`config.mk`:
```
export PLATFORM = sky130hd
export DESIGN_NAME = pipeline_ctrl_unit
export DESIGN_NICKNAME = d
export VERILOG_FILES = /design/src/rtl/ctrl_pkg.sv /design/src/rtl/cond_eval.sv /design/src/rtl/pipeline_ctrl_unit.sv
export SDC_FILE = /design/constraint.sdc
export NUM_CORES = 1
export LEC_CHECK = 0
export BUFFER_PORTS_ARGS = -buffer_cell sky130_fd_sc_hd__buf_2
export CAP_MARGIN = 10
export CORE_MARGIN = 2
export CORE_UTILIZATION = 45
export CTS_CLUSTER_SIZE = 30
export DETAILED_ROUTE_END_ITERATION = 8
export HOLD_SLACK_MARGIN = 0.05
export PLACE_DENSITY = 0.78
export SLEW_MARGIN = 20
export SYNTH_ARGS = -nofsm -noshare
export SYNTH_HDL_FRONTEND = slang
export SYNTH_SLANG_ARGS = --single-unit
```
`constraint.sdc`:
```
create_clock -name clk -period 3.9 [get_ports clk]
set_input_delay 0.975 -clock clk [delete_from_list [all_inputs] [get_ports clk]]
set_output_delay 0.975 -clock clk [all_outputs]
set_load 0.05 [all_outputs]
```
`src/rtl/ctrl_pkg.sv`:
```
// ctrl_pkg: shared definitions for the pipeline control unit.
//   - ARM condition-code field values (EQ..AL, NV)
//   - bit positions inside the {Q,N,Z,C,V} flag vector
//   - bit positions inside the 3-bit flag_write field
//   - state encoding of the multi-cycle execute sequencer
package ctrl_pkg;

   localparam logic [3:0] COND_EQ = 4'h0;
   localparam logic [3:0] COND_NE = 4'h1;
   localparam logic [3:0] COND_CS = 4'h2;
   localparam logic [3:0] COND_CC = 4'h3;
   localparam logic [3:0] COND_MI = 4'h4;
   localparam logic [3:0] COND_PL = 4'h5;
   localparam logic [3:0] COND_VS = 4'h6;
   localparam logic [3:0] COND_VC = 4'h7;
   localparam logic [3:0] COND_HI = 4'h8;
   localparam logic [3:0] COND_LS = 4'h9;
   localparam logic [3:0] COND_GE = 4'hA;
   localparam logic [3:0] COND_LT = 4'hB;
   localparam logic [3:0] COND_GT = 4'hC;
   localparam logic [3:0] COND_LE = 4'hD;
   localparam logic [3:0] COND_AL = 4'hE;
   localparam logic [3:0] COND_NV = 4'hF;

   // Flag vector layout {Q,N,Z,C,V}; N..V also index the 4-bit NZCV slice.
   localparam int FLAG_Q = 4;
   localparam int FLAG_N = 3;
   localparam int FLAG_Z = 2;
   localparam int FLAG_C = 1;
   localparam int FLAG_V = 0;

   // flag_write field layout
   localparam int FW_NZ = 2;
   localparam int FW_CV = 1;
   localparam int FW_Q  = 0;

   typedef enum logic {
      MUL_IDLE = 1'b0,
      MUL_BUSY = 1'b1
   } mulState_t;

endpackage

```
`src/rtl/cond_eval.sv`:
```
// cond_eval: combinational ARM condition-code evaluator.
// Ports:
//   cond  in  4 : ARM condition field
//   nzcv  in  4 : {N,Z,C,V} flags to test against
//   pass  out 1 : 1 when the condition holds (NV never holds)
module cond_eval
   import ctrl_pkg::*;
(
   input  logic [3:0] cond,
   input  logic [3:0] nzcv,
   output logic       pass
);

   logic n, z, c, v;

   assign n = nzcv[FLAG_N];
   assign z = nzcv[FLAG_Z];
   assign c = nzcv[FLAG_C];
   assign v = nzcv[FLAG_V];

   always_comb begin
      pass = 1'b0;
      case (cond)
         COND_EQ: pass = z;
         COND_NE: pass = ~z;
         COND_CS: pass = c;
         COND_CC: pass = ~c;
         COND_MI: pass = n;
         COND_PL: pass = ~n;
         COND_VS: pass = v;
         COND_VC: pass = ~v;
         COND_HI: pass = c & ~z;
         COND_LS: pass = ~c | z;
         COND_GE: pass = (n == v);
         COND_LT: pass = (n != v);
         COND_GT: pass = ~z & (n == v);
         COND_LE: pass = z | (n != v);
         COND_AL: pass = 1'b1;
         default: pass = 1'b0;
      endcase
   end

endmodule

```
`src/rtl/pipeline_ctrl_unit.sv`:
```
// pipeline_ctrl_unit: control pipe for the D/E/M/W datapath.
// Carries an opaque CTRL_W-bit bundle plus write/branch controls from decode
// to writeback, gates them with the E-stage condition result, owns the
// {Q,N,Z,C,V} flag register and holds multi-cycle ops in E for MUL_LAT cycles.
// Ports:
//   clk, reset            : clock, synchronous active-high reset
//   *_d                   : decode-stage controls (bundle, write enables,
//                           branch/multi flags, flag_write, cond)
//   alu_flags_e           : {Q,N,Z,C,V} produced by the ALU for the op in E
//   flush_e               : clear the E register
//   ctrl_e/m/w            : bundle per stage
//   reg_write_m/w, mem_write_m, pc_src_w : condition-gated stage controls
//   cond_ex_e             : condition result of the op in E
//   flags_q               : architectural flags
//   branch_taken_d        : early branch decision against next-cycle flags
//   stall_e               : E busy; upstream stages must freeze
//   pc_wr_pending_f       : a PC write is somewhere in D/E/M
module pipeline_ctrl_unit
   import ctrl_pkg::*;
#(
   parameter int CTRL_W  = 8,
   parameter int MUL_LAT = 3
) (
   input  logic              clk,
   input  logic              reset,
   input  logic [CTRL_W-1:0] ctrl_d,
   input  logic              reg_write_d,
   input  logic              mem_write_d,
   input  logic              pc_src_d,
   input  logic              no_write_d,
   input  logic              branch_d,
   input  logic              multi_d,
   input  logic [2:0]        flag_write_d,
   input  logic [3:0]        cond_d,
   input  logic [4:0]        alu_flags_e,
   input  logic              flush_e,
   output logic [CTRL_W-1:0] ctrl_e,
   output logic [CTRL_W-1:0] ctrl_m,
   output logic [CTRL_W-1:0] ctrl_w,
   output logic              reg_write_m,
   output logic              mem_write_m,
   output logic              reg_write_w,
   output logic              pc_src_w,
   output logic              cond_ex_e,
   output logic [4:0]        flags_q,
   output logic              branch_taken_d,
   output logic              stall_e,
   output logic              pc_wr_pending_f
);

   // First BUSY cycle loads MUL_LAT-2 so that entry + BUSY cycles = MUL_LAT.
   localparam logic [3:0] CNT_INIT = (MUL_LAT > 1) ? 4'(MUL_LAT - 2) : 4'd0;

   // E stage
   logic [CTRL_W-1:0] ctrlEReg;
   logic              regWriteEReg, memWriteEReg, pcSrcEReg;
   logic              noWriteEReg, multiEReg;
   logic [2:0]        flagWriteEReg;
   logic [3:0]        condEReg;
   // M and W stages
   logic [CTRL_W-1:0] ctrlMReg, ctrlWReg;
   logic              regWriteMReg, memWriteMReg, pcSrcMReg;
   logic              regWriteWReg, pcSrcWReg;
   // flags and sequencer
   logic [4:0]        flagsReg, flagsNext;
   mulState_t         stateReg;
   logic [3:0]        cntReg;

   logic condExE, condD, busy, startMul, killE, completeE;
   logic regWriteGated, memWriteGated, pcSrcGated;

   cond_eval u_condE (.cond(condEReg), .nzcv(flagsReg[3:0]),  .pass(condExE));
   // Early branch looks at the flags the op currently in E is about to write.
   cond_eval u_condD (.cond(cond_d),   .nzcv(flagsNext[3:0]), .pass(condD));

   assign busy      = (stateReg == MUL_BUSY);
   assign startMul  = (stateReg == MUL_IDLE) && multiEReg && condExE && (MUL_LAT > 1);
   assign stall_e   = startMul || (busy && (cntReg != 4'd0));
   // A flush while a multi-cycle op is in progress (including its last
   // cycle) kills it: no flag write and a bubble to M.
   assign killE     = busy && flush_e;
   assign completeE = !stall_e && !killE;

   assign regWriteGated = regWriteEReg & condExE & ~noWriteEReg;
   assign memWriteGated = memWriteEReg & condExE;
   assign pcSrcGated    = pcSrcEReg & condExE;

   always_comb begin
      flagsNext = flagsReg;
      if (completeE && condExE) begin
         if (flagWriteEReg[FW_NZ]) begin
            flagsNext[FLAG_N] = alu_flags_e[FLAG_N];
            flagsNext[FLAG_Z] = alu_flags_e[FLAG_Z];
         end
         if (flagWriteEReg[FW_CV]) begin
            flagsNext[FLAG_C] = alu_flags_e[FLAG_C];
            flagsNext[FLAG_V] = alu_flags_e[FLAG_V];
         end
         // Q is sticky: only ever set here, cleared by reset.
         if (flagWriteEReg[FW_Q])
            flagsNext[FLAG_Q] = flagsReg[FLAG_Q] | alu_flags_e[FLAG_Q];
      end
   end

   always_ff @(posedge clk) begin
      if (reset) begin
         stateReg <= MUL_IDLE;
         cntReg   <= 4'd0;
      end else begin
         case (stateReg)
            MUL_IDLE: begin
               if (startMul && !flush_e) begin
                  stateReg <= MUL_BUSY;
                  cntReg   <= CNT_INIT;
               end
            end
            MUL_BUSY: begin
               if (flush_e || (cntReg == 4'd0)) begin
                  stateReg <= MUL_IDLE;
                  cntReg   <= 4'd0;
               end else begin
                  cntReg <= cntReg - 4'd1;
               end
            end
            default: begin
               stateReg <= MUL_IDLE;
               cntReg   <= 4'd0;
            end
         endcase
      end
   end

   always_ff @(posedge clk) begin
      if (reset) begin
         ctrlEReg      <= '0;
         regWriteEReg  <= 1'b0;
         memWriteEReg  <= 1'b0;
         pcSrcEReg     <= 1'b0;
         noWriteEReg   <= 1'b0;
         multiEReg     <= 1'b0;
         flagWriteEReg <= '0;
         condEReg      <= '0;
         ctrlMReg      <= '0;
         regWriteMReg  <= 1'b0;
         memWriteMReg  <= 1'b0;
         pcSrcMReg     <= 1'b0;
         ctrlWReg      <= '0;
         regWriteWReg  <= 1'b0;
         pcSrcWReg     <= 1'b0;
         flagsReg      <= '0;
      end else begin
         if (flush_e) begin
            ctrlEReg      <= '0;
            regWriteEReg  <= 1'b0;
            memWriteEReg  <= 1'b0;
            pcSrcEReg     <= 1'b0;
            noWriteEReg   <= 1'b0;
            multiEReg     <= 1'b0;
            flagWriteEReg <= '0;
            condEReg      <= '0;
         end else if (!stall_e) begin
            ctrlEReg      <= ctrl_d;
            regWriteEReg  <= reg_write_d;
            memWriteEReg  <= mem_write_d;
            pcSrcEReg     <= pc_src_d;
            noWriteEReg   <= no_write_d;
            multiEReg     <= multi_d;
            flagWriteEReg <= flag_write_d;
            condEReg      <= cond_d;
         end

         if (completeE) begin
            ctrlMReg     <= ctrlEReg;
            regWriteMReg <= regWriteGated;
            memWriteMReg <= memWriteGated;
            pcSrcMReg    <= pcSrcGated;
         end else begin
            ctrlMReg     <= '0;
            regWriteMReg <= 1'b0;
            memWriteMReg <= 1'b0;
            pcSrcMReg    <= 1'b0;
         end

         ctrlWReg     <= ctrlMReg;
         regWriteWReg <= regWriteMReg;
         pcSrcWReg    <= pcSrcMReg;
         flagsReg     <= flagsNext;
      end
   end

   assign ctrl_e          = ctrlEReg;
   assign ctrl_m          = ctrlMReg;
   assign ctrl_w          = ctrlWReg;
   assign reg_write_m     = regWriteMReg;
   assign mem_write_m     = memWriteMReg;
   assign reg_write_w     = regWriteWReg;
   assign pc_src_w        = pcSrcWReg;
   assign cond_ex_e       = condExE;
   assign flags_q         = flagsReg;
   assign branch_taken_d  = branch_d & condD;
   assign pc_wr_pending_f = pc_src_d | pcSrcEReg | pcSrcMReg;

endmodule

```
# --- Word-level counts from Yosys, hierarchy flattened ---
# Cells that the tools add are included.
totals:
  ff_bits: 51
  inputBits: 29
  output_inout_bits: 37
  word_cells: 110
op_classes:
  n_addsub: 1
  n_eq_ne: 33
  muxes: 11
  bitwise: 27
  reduce_logical: 19
op_table:
  columns: ["operator", "n"]
  rows:
  - ["== test 4 bit (second input constant)", 14]
  - ["== test 4 x 3 -> 1 bit (second input constant)", 8]
  - ["one-hot mux 1 bit (15 select lines)", 2]
  - ["== test 4 x 2 -> 1 bit (second input constant)", 4]
  - ["zero test 4 bit", 3]
  - ["two-way mux 4 bit", 3]
  - ["NOT 1 bit", 11]
  - ["bitwise AND 1 bit", 9]
  - ["== test 4 x 1 -> 1 bit (second input constant)", 2]
  - ["one-hot mux 4 bit (2 select lines)", 1]
  - ["logical AND 1 bit", 7]
  - ["OR 1 bit", 7]
  - ["two-way mux 2 bit", 2]
  - ["nonzero test 4 bit", 1]
  - ["OR reduction 2 bit", 2]
  - ["subtractor 4 x 1 -> 4 bit (second input constant)", 1]
  - ["zero test 1 bit", 3]
  - ["== test 1 bit", 2]
  - ["logical OR 1 bit", 2]
  - ["two-way mux 1 bit", 2]
  - ["inequality test 1 bit", 2]
  - ["inequality test 2 x 1 -> 1 bit (second input constant)", 1]
  - ["one-hot mux 1 bit (2 select lines)", 1]
  - ["AND reduction 2 bit", 1]

# --- Longest topological paths before layout ---
# Gate-level depths: netlist of run 1.
logic_depth:
  depth_word: 13
  mapped_depth: 12
  ltp_nobuf: 11

# --- By module ---
# Synthesis of run 1 repeated with hierarchy kept, for this count alone.
hier_totals:
  hier_cells: 256
  hier_area_um2: 2396.0
by_module_without_submodules:
  columns: ["module", "n_inst", "cells_each", "area_each_um2", "seq_area_each_um2"]
  rows:
  - ["pipeline_ctrl_unit", 1, 200, 2008.2, 1021.0]
  - ["cond_eval", 2, 28, 193.9, 0.0]

# --- Worst setup path before layout of run 1 ---
# OpenSTA, ideal clock, no wires.
synth_timing:
  kind: "reg2out"
  startpoint: "register flagsReg[1] (netlist: flags_q[1])"
  endpoint: "output port branch_taken_d"
  arrival_ns: 3.537
  required_ns: 2.925
  setup_slack_ns: -0.612
  stages_incl_launch_ff: 11
  n_path_buf: 0
  path_cell_list: "dfxtp_1 nor2b_1 mux2i_1 or3_1 a31o_1 a21oi_2 mux2i_1 xor2_1 a211o_1 or4b_4 a41oi_2"
synth_between:
  elab_chain_cells: 13
  elab_cells_between_ends: 23
  classes_between: "2 x eq/ne; 4 x mux; 12 x bitwise; 5 x reduce/logical"
synth_rtl:
  columns: ["item", "line_no", "source"]
  rows:
  - ["start: declaration", "pipeline_ctrl_unit.sv:65", "logic [4:0] flagsReg, flagsNext;"]
  - ["start signal: assignment", "pipeline_ctrl_unit.sv:187", "flagsReg <= flagsNext;"]
  - ["NOT 1 bit", "cond_eval.sv:27, cond_eval.sv:33", null]
  - ["OR 1 bit", "cond_eval.sv:33", "COND_LS: pass = ~c | z;"]
  - ["one-hot mux 1 bit (15 select lines)", "cond_eval.sv:23", "case (cond)"]
  - ["logical AND 1 bit", "pipeline_ctrl_unit.sv:77", "assign startMul = (stateReg == MUL_IDLE) && multiEReg && condExE && (MUL_LAT > 1);"]
  - ["logical OR 1 bit", "pipeline_ctrl_unit.sv:78", "assign stall_e = startMul || (busy && (cntReg != 4'd0));"]
  - ["zero test 1 bit", null, null]
  - ["logical AND 1 bit", "pipeline_ctrl_unit.sv:82", "assign completeE = !stall_e && !killE;"]
  - ["logical AND 1 bit", "pipeline_ctrl_unit.sv:90", "if (completeE && condExE) begin"]
  - ["two-way mux 4 bit (*)", "pipeline_ctrl_unit.sv:90", null]
  - ["inequality test 1 bit, or another cell as far along", "cond_eval.sv:35, cond_eval.sv:37", null]
  - ["OR 1 bit, or another cell as far along", "cond_eval.sv:37", "COND_LE: pass = z | (n != v);"]
  - ["one-hot mux 1 bit (15 select lines) (*)", "cond_eval.sv:23", null]
  - ["bitwise AND 1 bit (*)", "pipeline_ctrl_unit.sv:200", "assign branch_taken_d = branch_d & condD;"]
  - ["end: declaration", "pipeline_ctrl_unit.sv:46", "output logic branch_taken_d,"]
# Every way passes the cells marked *; elsewhere a longest branch is shown, timed or not.

# --- Final worst setup path of run 1 ---
# Ends and elaborated chain as after synthesis.

==> results.cfg, run 1 <==
[placed_design]
dp_slack_ns = -0.4375
placed_cell_area_um2 = 2655
dp_hpwl_um = 3533
gp_congestion = 0.8617
portBuffers = 65

[grt]
grt_start_max_net_pins = 22
grt_pass1_vias = 1866
grt.total_usage_pct = 20.18
antenna_found_initial = 0
grt_pass1_wl_um = 8314
gr-total-overflow = 0

[floorplanning]
core_um2 = 4444
initial_core_util_pct = 47.78
dieArea_um2 = 5284
num_io_pins = 66
die_w_um = 72.69
die_h_um = 72.69
fp-row-count = 24

[worst_setup_path]
crit_type = reg2out
start_kind = register
end_kind = primary output
worstPathRequired_ns = 2.92
cp.arrival_ns = 3.23
path_max_fanout = 5

[timing]
finalWorstSetupSlack_ns = -0.3017
final.period_utilization_pct = 107.7
rsz0062_at_grt = true
finalMaxSlewViolations = 0
setup_viol = 1
max_freq_mhz = 238.0
fin_skew_ns = 0.008940
timing.final.crit_period_ns = 4.202
tightest_slew_ns = 0.4157
max_slew_margin_pct = 72.29
hold_viol = 0

[run_status]
outcome = finished with violations
violations = setup timing

[synth]
ys.flop_type = dfxtp_1
netlist_area_um2 = 2123
yosys_warnings = 0
ys_ff_latch = 51
synth_nets = 275
synth_cell_type_count = 47
syn_area_per_cell_um2 = 8.666
seq_area_frac_synth_pct = 48.08
synth-edff-count = 0
synthCells = 245
async_reset_ff_share_pct = 0

[route]
drtIter0Drc = 124
viasPerCell = 5.148
wl_per_cell_um = 13.02
finalWirelength_um = 4936
num_vias = 1951
drtAntennaViolNets = 0
dr.pass1.iters = 4
drc = 0

[power_and_ir_drop]
max-vdd-ir-drop_uv = 281.3
powerDensity_nw_per_um2 = 351.3
p_switching_w = 0.0002621
power_frac_comb_pct = 14.0
seqPwrFrac_pct = 54.7
switching_share_pct = 26.44
pwr-share-clk_pct = 31.4
p_int_w = 0.0007294
leakage_nw = 1.314
total_power_w = 0.0009916

[layout]
syn2layout_area_growth_pct = 32.94
final_nets = 356
fin_area_um2 = 2823
final_cell_mix = buf_2, nand2_1, dfxtp_1
drive_above_1_share_pct = 37.00
n_antenna_cell = 0
final_common_cell = buf_2

[clocking]
cts_buffers = 5
clockRootBuffer = clkbuf_8
path_clk_slew_ns = 0.09
cts_buffer_depth = 2
insertion_delay_ns = 0.30
cts_tree = done
clock_sinks = 51
ctsHoldBuffers = 0
h-tree-depth = 2

[min_path]
holdCritPathClass = reg2reg

[flow_run]
drv_cap = 0
## power groups by stage
stage	Sequential, W	Combinational, W	Clock [W]
2_1_floorplan	0.000581	0.0000605	0
3_3_place_gp	0.000554	0.000132	0
3_5_place_dp	0.000555	0.000134	0
4_1_cts	0.000542	0.000138	0.000322
5_1_grt	0.000544	0.000150	0.000338
6_report	0.000542	0.000138	0.000311
## stage by stage
stage	TNS (ns)	utilization, %	cells	hold slack (ns)
after floorplan	-0.1771	-	245	0.4291
final	-0.3017	63.51	379	0.4536
after global routing	-0.4320	63.51	379	0.4792
after CTS	-0.3035	63.18	379	0.4554
after detailed placement	-0.4375	59.74	368	0.4431
after global placement	-0.3497	59.74	368	0.4400
## cells in the mapped netlist (2+ instances only)
master / count / area (um^2)
nor2b_1: 14 / 87.58
nor3b_1: 5 / 37.54
inv_1: 5 / 18.77
nand2b_1: 4 / 25.02
nand2_1: 44 / 165.2
and2_1: 10 / 62.56
xor2_1: 2 / 17.52
mux2_1: 2 / 22.52
a211oi_1: 2 / 15.01
a21oi_2: 2 / 17.52
or3_1: 3 / 18.77
nand3_1: 2 / 10.01
a21oi_1: 26 / 130.1
and3_1: 2 / 12.51
clkbuf_1: 11 / 41.29
o21ai_0: 2 / 10.01
mux2i_1: 6 / 60.06
xnor2_1: 2 / 17.52
nand3b_1: 2 / 15.01
inv_2: 2 / 7.510
o21ai_1: 2 / 10.01
nor2_1: 18 / 67.56
nor3_1: 3 / 15.01
dfxtp_1: 51 / 1021
## layout make-up
cell class	instances	area [um^2]
Multi-Input combinational cell	173	1095
Clock inverter	1	8.758
Timing Repair Buffer	88	504.2
Fill cell	406	1622
Tap cell	52	65.06
Clock buffer	7	86.33
Sequential cell	51	1037
Inverter	7	26.28
## worst max-delay path: stages, from the launching register on
cell	delay, ns
dfxtp_4	0.37
nor2b_4	0.14
mux2i_1	0.07
or3_1	0.30
a31o_1	0.26
a21oi_2	0.22
buf_4	0.15
mux2_4	0.30
a211o_1	0.24
or4b_4	0.54
a41oi_4	0.16
buf_6	0.18
## metal layers
metal  track usage (%)  wire [um]
met5                 0          0
met4             5.761         55
met3             5.249        224
met2             35.45       2503
met1             24.28       2153
## flip-flops by register name, indices dropped and copies added (netlist names), 3 cells and up
signal,count
ctrl_m,8
ctrl_w,8
cntReg,4
flagWriteEReg,3
condEReg,4
ctrl_e,8
flags_q,5
## logic make-up (layout without fill, tap and decap cells)
logic type               Yosys count  count (layout)  share of synthesized area, %
adder cells (fa/ha/maj)            1               1                        0.5892
flip-flops                        51              51                         48.08
AND/OR/NAND/NOR                  115             115                         27.75
buffers and inverters             21             103                         4.007
multiplexers                       8               8                         3.889
XOR/XNOR                           4               4                         1.650
AO/OA/AOI/OAI                     45              45                         14.03
## worst paths after layout
path | startpoint | to | slack, ns | cells past startpoint
worst max-delay path | flags_q[1]$_SDFF_PP0_ | branch_taken_d | -0.30 | 11
worst min-delay path | memWriteEReg$_SDFFE_PP0N_ | memWriteEReg$_SDFFE_PP0N_ | 0.45 | 2
worst max register to register | flags_q[2]$_SDFF_PP0_ | reg_write_m$_SDFF_PP0_ | 1.30 | 13
worst min register to register | memWriteEReg$_SDFFE_PP0N_ | memWriteEReg$_SDFFE_PP0N_ | 0.45 | 2
## timing repair
| action | in CTS | in global routing |
|---|---|---|
| resized for setup | 10 | 7 |
| pin swaps | 7 | 0 |
| gates cloned | 0 | 0 |
| buffers inserted | 3 | 0 |
| setup endpoints to repair | 1 | 1 |
Power figures use the tool's default switching activity.
==> run 2, diff against run 1 <==
--- a/config.mk
+++ b/config.mk
@@ -8,11 +8,12 @@
 export BUFFER_PORTS_ARGS = -buffer_cell sky130_fd_sc_hd__buf_2
 export CAP_MARGIN = 10
 export CORE_MARGIN = 2
-export CORE_UTILIZATION = 45
+export CORE_UTILIZATION = 50
 export CTS_CLUSTER_SIZE = 30
 export DETAILED_ROUTE_END_ITERATION = 8
+export GPL_TIMING_DRIVEN = 0
 export HOLD_SLACK_MARGIN = 0.05
-export PLACE_DENSITY = 0.78
+export PLACE_DENSITY = 0.82
 export SLEW_MARGIN = 20
 export SYNTH_ARGS = -nofsm -noshare
 export SYNTH_HDL_FRONTEND = slang
==> constraint.sdc (replaced) <==
create_clock -name clk -period 4.29 [get_ports clk]
set_input_delay 1.0725 -clock clk [delete_from_list [all_inputs] [get_ports clk]]
set_output_delay 1.0725 -clock clk [all_outputs]
set_load 0.05 [all_outputs]
==> run 2 against run 1 <==
Effect of this change:
- sequential power fell by 8.9%
- worst hold slack better by 0.0010 ns
- clock skew down 0.0045 ns
- via count grew 0.36%
- register-to-register slack gained 0.14 ns
- total power fell by 9.7%
- the flow still finishes with violations (setup timing)
- final cell count decreased by 1.3%
==> results.cfg, run 2 (synthesis gave the netlist of run 1 again) <==
[worst_setup_path]
crit_path_top_delay_cell = or4b_4
worstPathRequired_ns = 3.22
cp_top_family = compound AO/OA/AOI/OAI gates
start_kind = input pin
path_cells = buf_8, nand2b_4, o22ai_4, nand2_2, a21oi_4, mux2i_4, xor2_2, a211o_1, or4b_4, a41oi_4, buf_6
end_kind = primary output
cp.arrival_ns = 3.37
cp_num_buf_inv = 2
critPathMaxStageDelay_ns = 0.50
crit_type = in2out
path_max_fanout = 3

[power_and_ir_drop]
p_int_w = 0.0006476
total_power_w = 0.0008954
powerDensity_nw_per_um2 = 319.3
leakage_nw = 1.267
power_frac_comb_pct = 14.2
pwr-share-clk_pct = 30.7
switching_share_pct = 27.68
p_switching_w = 0.0002478
max-vdd-ir-drop_uv = 280.5
seqPwrFrac_pct = 55.2

[timing]
finalWorstSetupSlack_ns = -0.1537
fin_skew_ns = 0.004400
rsz0062_at_grt = true
max_freq_mhz = 225.0
setup_viol = 1
hold_viol = 0
timing.final.crit_period_ns = 4.444
finalMaxSlewViolations = 0
tightest_slew_ns = 0.5229
max_slew_margin_pct = 65.14
final.period_utilization_pct = 103.6

[layout]
n_antenna_cell = 0
final_nets = 353
final_cell_mix = buf_2, dfxtp_1, nand2_1
multiInputGateArea_um2 = 1147
fin_area_um2 = 2804
seqCellArea_um2 = 1028
final_common_cell = buf_2
stdcell_count = 374
syn2layout_area_growth_pct = 32.06
drive_above_1_share_pct = 33.95
nFillCells = 320

[floorplanning]
core_um2 = 4058
initial_core_util_pct = 52.33
die_h_um = 69.17
die_w_um = 69.17
num_io_pins = 66
dieArea_um2 = 4784
fp-row-count = 23

[clocking]
clock_sinks = 51
clockRootBuffer = clkbuf_8
insertion_delay_ns = 0.30
cts_buffers = 5
h-tree-depth = 2
cts_tree = done
path_clk_slew_ns = 0.09
cts_buffer_depth = 2

[route]
drtAntennaViolNets = 0
num_vias = 1958
drtIter0Drc = 119
dr.pass1.iters = 4
viasPerCell = 5.235
wl_per_cell_um = 13.35
finalWirelength_um = 4992
drc = 0

[min_path]
holdCritPathClass = reg2reg

[placed_design]
post-place-cells = 358
placed_cell_area_um2 = 2531
gp_congestion = 0.8934
dp_hpwl_um = 3495
dp_slack_ns = -0.3980
portBuffers = 63

[run_status]
violations = setup timing
outcome = finished with violations

[flow_run]
drv_cap = 0

[grt]
grt.total_usage_pct = 21.61
grt_pass1_wl_um = 8383
grt_pass1_vias = 1862
gr-total-overflow = 0
grt_start_max_net_pins = 17
antenna_found_initial = 0
-- run 2: changes by cell type in the layout (fill, tap and decap cells not counted), moves of 3 or more --
| cell | previous run | this run |
|---|---|---|
| buf_4 | 23 | 9 |
| a21oi_2 | 3 | 0 |
| dfxtp_4 | 3 | 0 |
| clkbuf_1 | 1 | 12 |
-- run 2: repair_timing --
action | 4_1_cts | 5_1_grt
setup endpoints to repair | 1 | 1
gates resized for setup | 11 | 16
hold buffers | 0 | 0
pin swaps | 8 | 10
setup buffers | 6 | 2
-- run 2: metal layers --
layer | GRT usage, % | part of all wire, %
met3 | 7.310 | 6.3
met2 | 36.00 | 49
met5 | 0 | 0
met1 | 26.29 | 43
met4 | 6.754 | 1.7
-- run 2: worst paths after layout --
path | cells past startpoint | end | slack, ns | startpoint
worst min-delay path | 2 | memWriteEReg$_SDFFE_PP0N_ | 0.45 | memWriteEReg$_SDFFE_PP0N_
worst max register to register | 13 | pcSrcMReg$_SDFF_PP0_ | 1.44 | condEReg[1]$_SDFFE_PP0N_
worst min register to register | 2 | memWriteEReg$_SDFFE_PP0N_ | 0.45 | memWriteEReg$_SDFFE_PP0N_
worst max-delay path | 11 | branch_taken_d | -0.15 | flush_e
-- run 2: per-stage QoR --
step / hold slack (ns) / util, % / setup TNS [ns]
floorplan: 0.4291 / - / 0
global placement: 0.4378 / 62.38 / -0.3598
detailed placement: 0.4457 / 62.38 / -0.3980
CTS: 0.4588 / 66.79 / -0.1965
global route: 0.4847 / 69.10 / -0.2650
finish: 0.4547 / 69.10 / -0.1537
-- run 2: layout make-up --
cell class,count,area share [%]
clock inverter,2,0.5801
sequential,51,36.68
tap,50,2.231
timing repair buffer,71,13.97
inverter,7,0.9371
multi-input combinational,173,40.92
clock buffer,6,2.588
buffer,14,2.097
-- run 2: worst register-to-register path: stages, from the launching register on --
cell and delay [ns]:
dfxtp_1 0.31, buf_2 0.16, and3b_1 0.17, a21oi_1 0.15, nor3_2 0.07, a2111oi_4 0.26, buf_4 0.19, and2_1 0.21
nor2_1 0.08, a21oi_1 0.29, inv_2 0.08, a211oi_1 0.28, clkbuf_1 0.34, and3_1 0.20
-- run 2: power by group through the flow --
stage / logic [W] / registers, W / clock network, W
after floorplan: 0.0000545 / 0.000529 / 0
after global placement: 0.000113 / 0.000504 / 0
after detailed placement: 0.000115 / 0.000504 / 0
after CTS: 0.000121 / 0.000493 / 0.000284
after global routing: 0.000136 / 0.000496 / 0.000308
final: 0.000127 / 0.000494 / 0.000274
